[src/rtl/b2p_pkg.sv]
// b2p_pkg: shared definitions for the byte2pixel frame sequencer.
//   state_e      - sequencer state encoding (IDLE/WAIT_FS/ACTIVE/DRAIN)
//   DT_*_DEFAULT - default CSI-2 data types for FS, FE and RAW10 video
//   beat_bytes() - payload bytes carried by one beat of the lane bus
package b2p_pkg;

  typedef enum logic [1:0] {
    ST_IDLE    = 2'd0,
    ST_WAIT_FS = 2'd1,
    ST_ACTIVE  = 2'd2,
    ST_DRAIN   = 2'd3
  } state_e;

  localparam logic [5:0] DT_FS_DEFAULT  = 6'h00;
  localparam logic [5:0] DT_FE_DEFAULT  = 6'h01;
  localparam logic [5:0] DT_RAW10       = 6'h2B;

  function automatic logic [15:0] beat_bytes(input int num_lane, input int gear);
    return 16'(num_lane * gear / 8);
  endfunction

endpackage

[src/rtl/b2p_pkt_gate.sv]
// b2p_pkt_gate: payload gate for one long packet at a time.
//   clk, rst_n      - byte clock, async active-low reset
//   load_i, wc_i    - accepted header and its byte count (wc=0 opens nothing)
//   flush_i         - frame boundary: force the gate closed
//   payload_en_i/payload_i - incoming beats
//   payload_en_o/payload_o - registered forwarded beats; data holds when idle
//   open_o          - gate currently open
module b2p_pkt_gate
  import b2p_pkg::*;
#(
  parameter int NUM_RX_LANE = 4,
  parameter int RX_GEAR     = 8
) (
  input  logic                          clk,
  input  logic                          rst_n,
  input  logic                          load_i,
  input  logic [15:0]                   wc_i,
  input  logic                          flush_i,
  input  logic                          payload_en_i,
  input  logic [NUM_RX_LANE*RX_GEAR-1:0] payload_i,
  output logic                          payload_en_o,
  output logic [NUM_RX_LANE*RX_GEAR-1:0] payload_o,
  output logic                          open_o
);

  localparam logic [15:0] BEAT = beat_bytes(NUM_RX_LANE, RX_GEAR);

  logic        open_q;
  logic [15:0] rem_q;

  assign open_o = open_q;

  // NOTE: every flop here uses non-blocking (<=) so each one samples pre-edge values.
  always_ff @(posedge clk or negedge rst_n) begin
    if (!rst_n) begin
      open_q       <= 1'b0;
      rem_q        <= '0;
      payload_en_o <= 1'b0;
      // NOTE: payload_o is a visible output that must read 0 after reset, so the datapath register is reset too.
      payload_o    <= '0;
    end else begin
      payload_en_o <= 1'b0;
      if (open_q && payload_en_i) begin
        payload_en_o <= 1'b1;
        payload_o    <= payload_i;
        if (rem_q <= BEAT) open_q <= 1'b0;
        else               rem_q  <= rem_q - BEAT;
      end
      // NOTE: the later assignment to open_q wins, so a header arriving with the closing beat reopens the gate.
      if (flush_i) begin
        open_q <= 1'b0;
      end else if (load_i && wc_i != 16'd0) begin
        open_q <= 1'b1;
        rem_q  <= wc_i;
      end
    end
  end

endmodule

[src/rtl/b2p_frame_ctrl.sv]
// b2p_frame_ctrl: sequencer between a CSI-2 RX packet parser and byte2pixel.
//   Forwarding starts/stops on FS/FE only; only DT long packets with the
//   expected word count pass; counts lines/frames; sticky error flags.
//   Inputs : clk_byte_i, reset_byte_n_i, enable_i, exp_wc_i, exp_lines_i,
//            err_clr_i, sp_en_i, dt_i, lp_av_en_i, wc_i, payload_en_i, payload_i
//   Outputs: sp_en_o, dt_o, lp_av_en_o, wc_o, payload_en_o, payload_o (1-cycle
//            registered), state_o, frame_cnt_o, line_cnt_o, err_wc_o,
//            err_lines_o, err_seq_o
module b2p_frame_ctrl
  import b2p_pkg::*;
#(
  parameter int         NUM_RX_LANE = 4,
  parameter int         RX_GEAR     = 8,
  parameter logic [5:0] DT          = DT_RAW10,
  parameter logic [5:0] DT_FS       = DT_FS_DEFAULT,
  parameter logic [5:0] DT_FE       = DT_FE_DEFAULT
) (
  input  logic                           clk_byte_i,
  input  logic                           reset_byte_n_i,
  input  logic                           enable_i,
  input  logic [15:0]                    exp_wc_i,
  input  logic [15:0]                    exp_lines_i,
  input  logic                           err_clr_i,
  input  logic                           sp_en_i,
  input  logic [5:0]                     dt_i,
  input  logic                           lp_av_en_i,
  input  logic [15:0]                    wc_i,
  input  logic                           payload_en_i,
  input  logic [NUM_RX_LANE*RX_GEAR-1:0] payload_i,
  output logic                           sp_en_o,
  output logic [5:0]                     dt_o,
  output logic                           lp_av_en_o,
  output logic [15:0]                    wc_o,
  output logic                           payload_en_o,
  output logic [NUM_RX_LANE*RX_GEAR-1:0] payload_o,
  output logic [1:0]                     state_o,
  output logic [15:0]                    frame_cnt_o,
  output logic [15:0]                    line_cnt_o,
  output logic                           err_wc_o,
  output logic                           err_lines_o,
  output logic                           err_seq_o
);

  state_e      state_q;
  logic [15:0] frame_cnt_q;
  logic [15:0] line_cnt_q;
  logic        err_wc_q, err_lines_q, err_seq_q;

  // Packet decode, qualified by the state the packet arrives in.
  logic in_frame, is_fs, is_fe, fs_start, fs_seq, fe_end, sp_fwd;
  logic lp_video, lp_ok, lp_bad, gate_flush, gate_open;

  assign in_frame   = (state_q == ST_ACTIVE) || (state_q == ST_DRAIN);
  assign is_fs      = sp_en_i && (dt_i == DT_FS);
  assign is_fe      = sp_en_i && (dt_i == DT_FE);
  assign fs_start   = (state_q == ST_WAIT_FS) && enable_i && is_fs;
  assign fs_seq     = in_frame && is_fs;
  assign fe_end     = in_frame && is_fe;
  assign sp_fwd     = fs_start || (in_frame && sp_en_i);
  assign lp_video   = in_frame && lp_av_en_i && (dt_i == DT);
  assign lp_ok      = lp_video && (wc_i == exp_wc_i);
  assign lp_bad     = lp_video && (wc_i != exp_wc_i);
  // Any frame boundary closes a gate left open by a truncated packet.
  assign gate_flush = fs_start || fs_seq || fe_end;

  b2p_pkt_gate #(
    .NUM_RX_LANE (NUM_RX_LANE),
    .RX_GEAR     (RX_GEAR)
  ) u_gate (
    .clk          (clk_byte_i),
    .rst_n        (reset_byte_n_i),
    .load_i       (lp_ok),
    .wc_i         (wc_i),
    .flush_i      (gate_flush),
    .payload_en_i (payload_en_i),
    .payload_i    (payload_i),
    .payload_en_o (payload_en_o),
    .payload_o    (payload_o),
    .open_o       (gate_open)
  );

  always_ff @(posedge clk_byte_i or negedge reset_byte_n_i) begin
    if (!reset_byte_n_i) begin
      state_q     <= ST_IDLE;
      sp_en_o     <= 1'b0;
      dt_o        <= '0;
      lp_av_en_o  <= 1'b0;
      wc_o        <= '0;
      frame_cnt_q <= '0;
      line_cnt_q  <= '0;
      err_wc_q    <= 1'b0;
      err_lines_q <= 1'b0;
      err_seq_q   <= 1'b0;
    end else begin
      sp_en_o    <= sp_fwd;
      lp_av_en_o <= lp_ok;
      if (sp_fwd || lp_ok) dt_o <= dt_i;
      if (lp_ok)           wc_o <= wc_i;

      // Written every cycle so the count is always a pure function of the last value.
      frame_cnt_q <= frame_cnt_q + 16'(fe_end);

      if (fs_start || fs_seq)                   line_cnt_q <= '0;
      else if (lp_ok && line_cnt_q != 16'hFFFF) line_cnt_q <= line_cnt_q + 16'd1;

      // Set events take priority over a simultaneous clear.
      err_wc_q    <= lp_bad | (err_wc_q & ~err_clr_i);
      err_lines_q <= (fe_end && line_cnt_q != exp_lines_i) | (err_lines_q & ~err_clr_i);
      err_seq_q   <= fs_seq | (err_seq_q & ~err_clr_i);

      case (state_q)
        ST_IDLE:    if (enable_i) state_q <= ST_WAIT_FS;
        ST_WAIT_FS: begin
          if (!enable_i)  state_q <= ST_IDLE;
          else if (is_fs) state_q <= ST_ACTIVE;
        end
        ST_ACTIVE: begin
          if (fe_end)         state_q <= enable_i ? ST_WAIT_FS : ST_IDLE;
          else if (!enable_i) state_q <= ST_DRAIN;
        end
        ST_DRAIN:   if (fe_end) state_q <= ST_IDLE;
        default:    state_q <= ST_IDLE;
      endcase
    end
  end

  assign state_o     = state_q;
  assign frame_cnt_o = frame_cnt_q;
  assign line_cnt_o  = line_cnt_q;
  assign err_wc_o    = err_wc_q;
  assign err_lines_o = err_lines_q;
  assign err_seq_o   = err_seq_q;

endmodule

[config.mk]
export PLATFORM = sky130hd
export DESIGN_NAME = b2p_frame_ctrl
export DESIGN_NICKNAME = d
export VERILOG_FILES = /design/src/rtl/b2p_pkg.sv /design/src/rtl/b2p_pkt_gate.sv /design/src/rtl/b2p_frame_ctrl.sv
export SDC_FILE = /design/constraint.sdc
export NUM_CORES = 1
export LEC_CHECK = 0
export BUFFER_PORTS_ARGS = -buffer_cell sky130_fd_sc_hd__buf_2
export CAP_MARGIN = 25
export CORE_ASPECT_RATIO = 0.6
export CORE_MARGIN = 2
export CORE_UTILIZATION = 51
export DETAILED_ROUTE_END_ITERATION = 8
export PLACE_DENSITY_LB_ADDON = 0.05
export SLEW_MARGIN = 0
export SYNTH_ARGS = -nofsm -noshare
export SYNTH_HDL_FRONTEND = slang
export SYNTH_HIERARCHICAL = 1
export SYNTH_SLANG_ARGS = --single-unit
[constraint.sdc]
create_clock -name clk_byte_i -period 2.85 [get_ports clk_byte_i]
set_input_delay 0.1425 -clock clk_byte_i [delete_from_list [all_inputs] [get_ports clk_byte_i]]
set_output_delay 0.1425 -clock clk_byte_i [all_outputs]
set_load 0.02 [all_outputs]
==> summary.md <==
| Metric | Value |
|---|---|
| Int Pwr | `about 2500 uW` |
| Root cell of the clock tree | `clkbuf_16` |
| Yosys warnings | `6` |
| Async SR Flop Fraction | `1.00` |
| Largest net degree at the start of global routing | `70` |
| Post-detail-place hpwl | `approximately 11,000 um` |
| Rows | `29` |
| Hold path depth | `2` |
| Area delta synth->final | `26.3%` |
| Mux contribution to synthesized area | `0.0859` |
| Crit path DAT | `~2.7 ns` |
| Core area | `roughly 11,000 um2` |
| I/O Buffers | `around 190` |
| Largest family of logic cells by synthesized area | `simple AND/OR/NAND/NOR gates` |
| Sum of negative setup slack | `0 ns` |
| Tmin final | `between 2 and 2.5 ns` |
| Hold Vio Cnt, Final | `0` |
| Synth Area in Adders | `0.0136` |
| Flop pwr share | `0.499` |
| Most frequent cell after synthesis | `dfrtp_1` |
| Die Width | `between 100 and 150 um` |
| CTS tree | `built` |
| Top post-synthesis cells by area | `dfrtp_1 50%, mux2_2 7.0%, nand2_1 5.9%` |
| Setup Viol. Count Final | `0` |
| FF+latch count, synth | `about 110` |
| Die area | `roughly 12,000 um2` |
| Total number of vias | `4,690` |
| Post-Syn Area | `between 5000 and 6000 um2` |
| Final Max Tran Viols | `0` |
| Slew headroom | `0.409` |
| Clock Path Buffers | `2` |
| Vias/cell | `between 5 and 6` |
| Yosys top cell area share | `0.504` |
| Sw Share | `0.249` |
| Worst Setup End Kind | `register` |
| Worst IR Drop VDD | `0.000395 V` |
| Initial core utilization | `0.522` |
| H-Tree Depth | `3` |
| Cells on worst reg2reg path | `8` |
| Synth Area in Compound Gates | `0.0959` |
| Vias in the first global route | `~4,600` |
| Clock-pin slew on the worst setup and hold paths | `0.07 ns` |
| Die H | `84.5 um` |
| Worst endpoint required time | `roughly 3.1 ns` |
| XOR/XNOR share of the synthesized area | `0.0747` |
| Drt wl/cell | `around 17 um` |
| Sequential area share after synthesis | `0.504` |
| Worst Max-Slew Pin Slew | `0.887 ns` |
| Setup Buffers After CTS | `0` |
| GR Util All Layers | `0.250` |
| CP Max Fanout | `10` |
| Number of distinct library cells after synthesis | `63` |
| Syn avg cell area | `about 11 um2` |
| Remaining Overflow, GRT | `0` |
| Number of flops mapped to enable cells by yosys | `0` |
| Number of iterations in the first detailed-routing pass | `5` |
| Max_cap viols | `0` |
| DRC viols | `0` |
| Post-Route WL | `about 14,000 um` |
| Clock sinks | `about 110` |
| Crit Path Category | `register to register` |
| Top cell type by total area after synthesis | `dfrtp_1` |
| Max Freq | `approximately 410 MHz` |
| CP startpoint kind | `register` |
| Resize count post-CTS | `0` |
| Tot Pwr | `about 3300 uW` |
| Post-synthesis instance total | `512` |
| RSZ-0062 raised after global routing | `false` |
| Simple logic cell fraction of the synthesized area | `0.197` |
| Clock Latency Late Sink | `approximately 0.35 ns` |
| Worst min-delay path category | `primary input to register` |
| Fin Hold WS | `~0.023 ns` |
| Share of layout cells above drive strength 1 | `0.393` |
| Synthesized Nets | `611` |
| Status | `completed` |
| Number of antenna diodes | `0` |
| Most common library cells after synthesis | `111 x dfrtp_1, 87 x nand2_1, 34 x mux2_2` |
| Detail Route Antenna Nets | `0` |
| First-pass GRT wire length | `approximately 23,000 um` |
| Leakage power | `between 0.003 and 0.004 uW` |
| Top flip-flop cell by instance count after synthesis | `dfrtp_1` |
| CTS buffer count | `9` |
| Nets | `806` |
| Final Wtd Congestion | `between 0.8 and 0.9` |
| Initial antenna violation count | `0` |
| Tcrit/Tclk final | `0.859` |
| Layout Skew | `about 0.0083 ns` |
| # IOs | `187` |
| Pwr dens | `around 480 nW/um2` |
| P_sw | `approximately 830 uW` |
| Combinational power share | `0.109` |
| Clock power frac | `0.393` |
| Drt initial violations | `269` |
-- flip-flops by register name, summed over array words and instances (netlist names) --
| signal | flops |
|---|---|
| sp_en_o | 1 |
| u_gate/payload_en_o | 1 |
| line_cnt_o | 16 |
| dt_o | 6 |
| wc_o | 16 |
| err_wc_o | 1 |
| u_gate/rem_q | 16 |
| err_lines_o | 1 |
| frame_cnt_o | 16 |
| state_o | 2 |
| u_gate/open_o | 1 |
| u_gate/payload_o | 32 |
| err_seq_o | 1 |
| lp_av_en_o | 1 |
-- through the flow --
step	setup slack (ns)	utilization	instance area, um2	instances
global route	0.204	0.659	6950	851
detailed placement	0.0306	0.627	6620	833
finish	0.402	0.659	6950	851
floorplan	0.157	-	5510	512
global placement	0.148	0.627	6620	833
CTS	0.188	0.658	6950	850
-- cell usage in the layout (no fill, tap or decap), types with 12 or more instances in the layout --
| cell type | instances |
|---|---|
| mux2_2 | 34 |
| buf_2 | 185 |
| buf_4 | 16 |
| dfrtp_1 | 111 |
| nand3_1 | 16 |
| xor2_1 | 21 |
| nand2_1 | 87 |
| nor2_1 | 22 |
| nand4_1 | 12 |
| xnor2_1 | 26 |
-- kinds of logic after synthesis --
group,count (synthesis)
and+or+nand+nor,211
DFF,111
AOI/OAI and AO/OA,65
xor gates and xnor gates,47
muxes,40
buffers and inverters,32
adders and majority gates,6
-- power by group through the flow --
stage	Sequential [uW]	Combinational (uW)	Clock [uW]
after CTS	1650	364	1330
after global routing	1660	394	1420
final	1650	361	1300
after floorplan	1740	113	0
after detailed placement	1680	364	0
after global placement	1680	356	0
-- worst paths after layout --
kind | slack (ns) | endpoint | start
max in group asynchronous | 1.63 | err_seq_o | reset_byte_n_i
min in group asynchronous | 0.44 | err_wc_o | reset_byte_n_i
setup / recovery | 0.40 | line_cnt_o[0] | line_cnt_o[0]
hold reg to reg | 0.47 | wc_o[14] | wc_o[14]
setup reg to reg | 0.40 | line_cnt_o[0] | line_cnt_o[0]
hold / removal | 0.02 | err_wc_o | err_clr_i
-- timing repair --
item | CTS | global route
endpoints found under the setup margin | 0 | 0
hold buffers | 1 | 0
hold endpoints to repair | 66 | 0
-- worst max-delay path: stages (launching register included) --
cell      delay, ns
dfrtp_1        0.45
ha_1           0.25
nand3_2        0.10
nor4_2         0.41
and4_1         0.34
nor3_1         0.08
clkbuf_4       0.19
nor2_2         0.34
mux2_2         0.23
-- layout make-up --
type / instances / area, um2
Tap cell: 139 / 174
Timing Repair Buffer: 203 / 1060
Inverter: 13 / 50.0
Clock inverter: 7 / 93.8
Sequential cell: 111 / 2780
Clock buffer: 9 / 225
Multi-Input combinational cell: 369 / 2570
Fill cell: 863 / 3600
-- metal layers --
metal  routed length, um  track usage  vias to the layer above
li1                    -            -                     2220
met1                7020        0.374                     2223
met2                6140        0.366                      233
met3                1120       0.0690                       14
met4                 138       0.0575                        0
met5                   0            0                        -
Note: power is estimated with default switching activity, not from simulation.
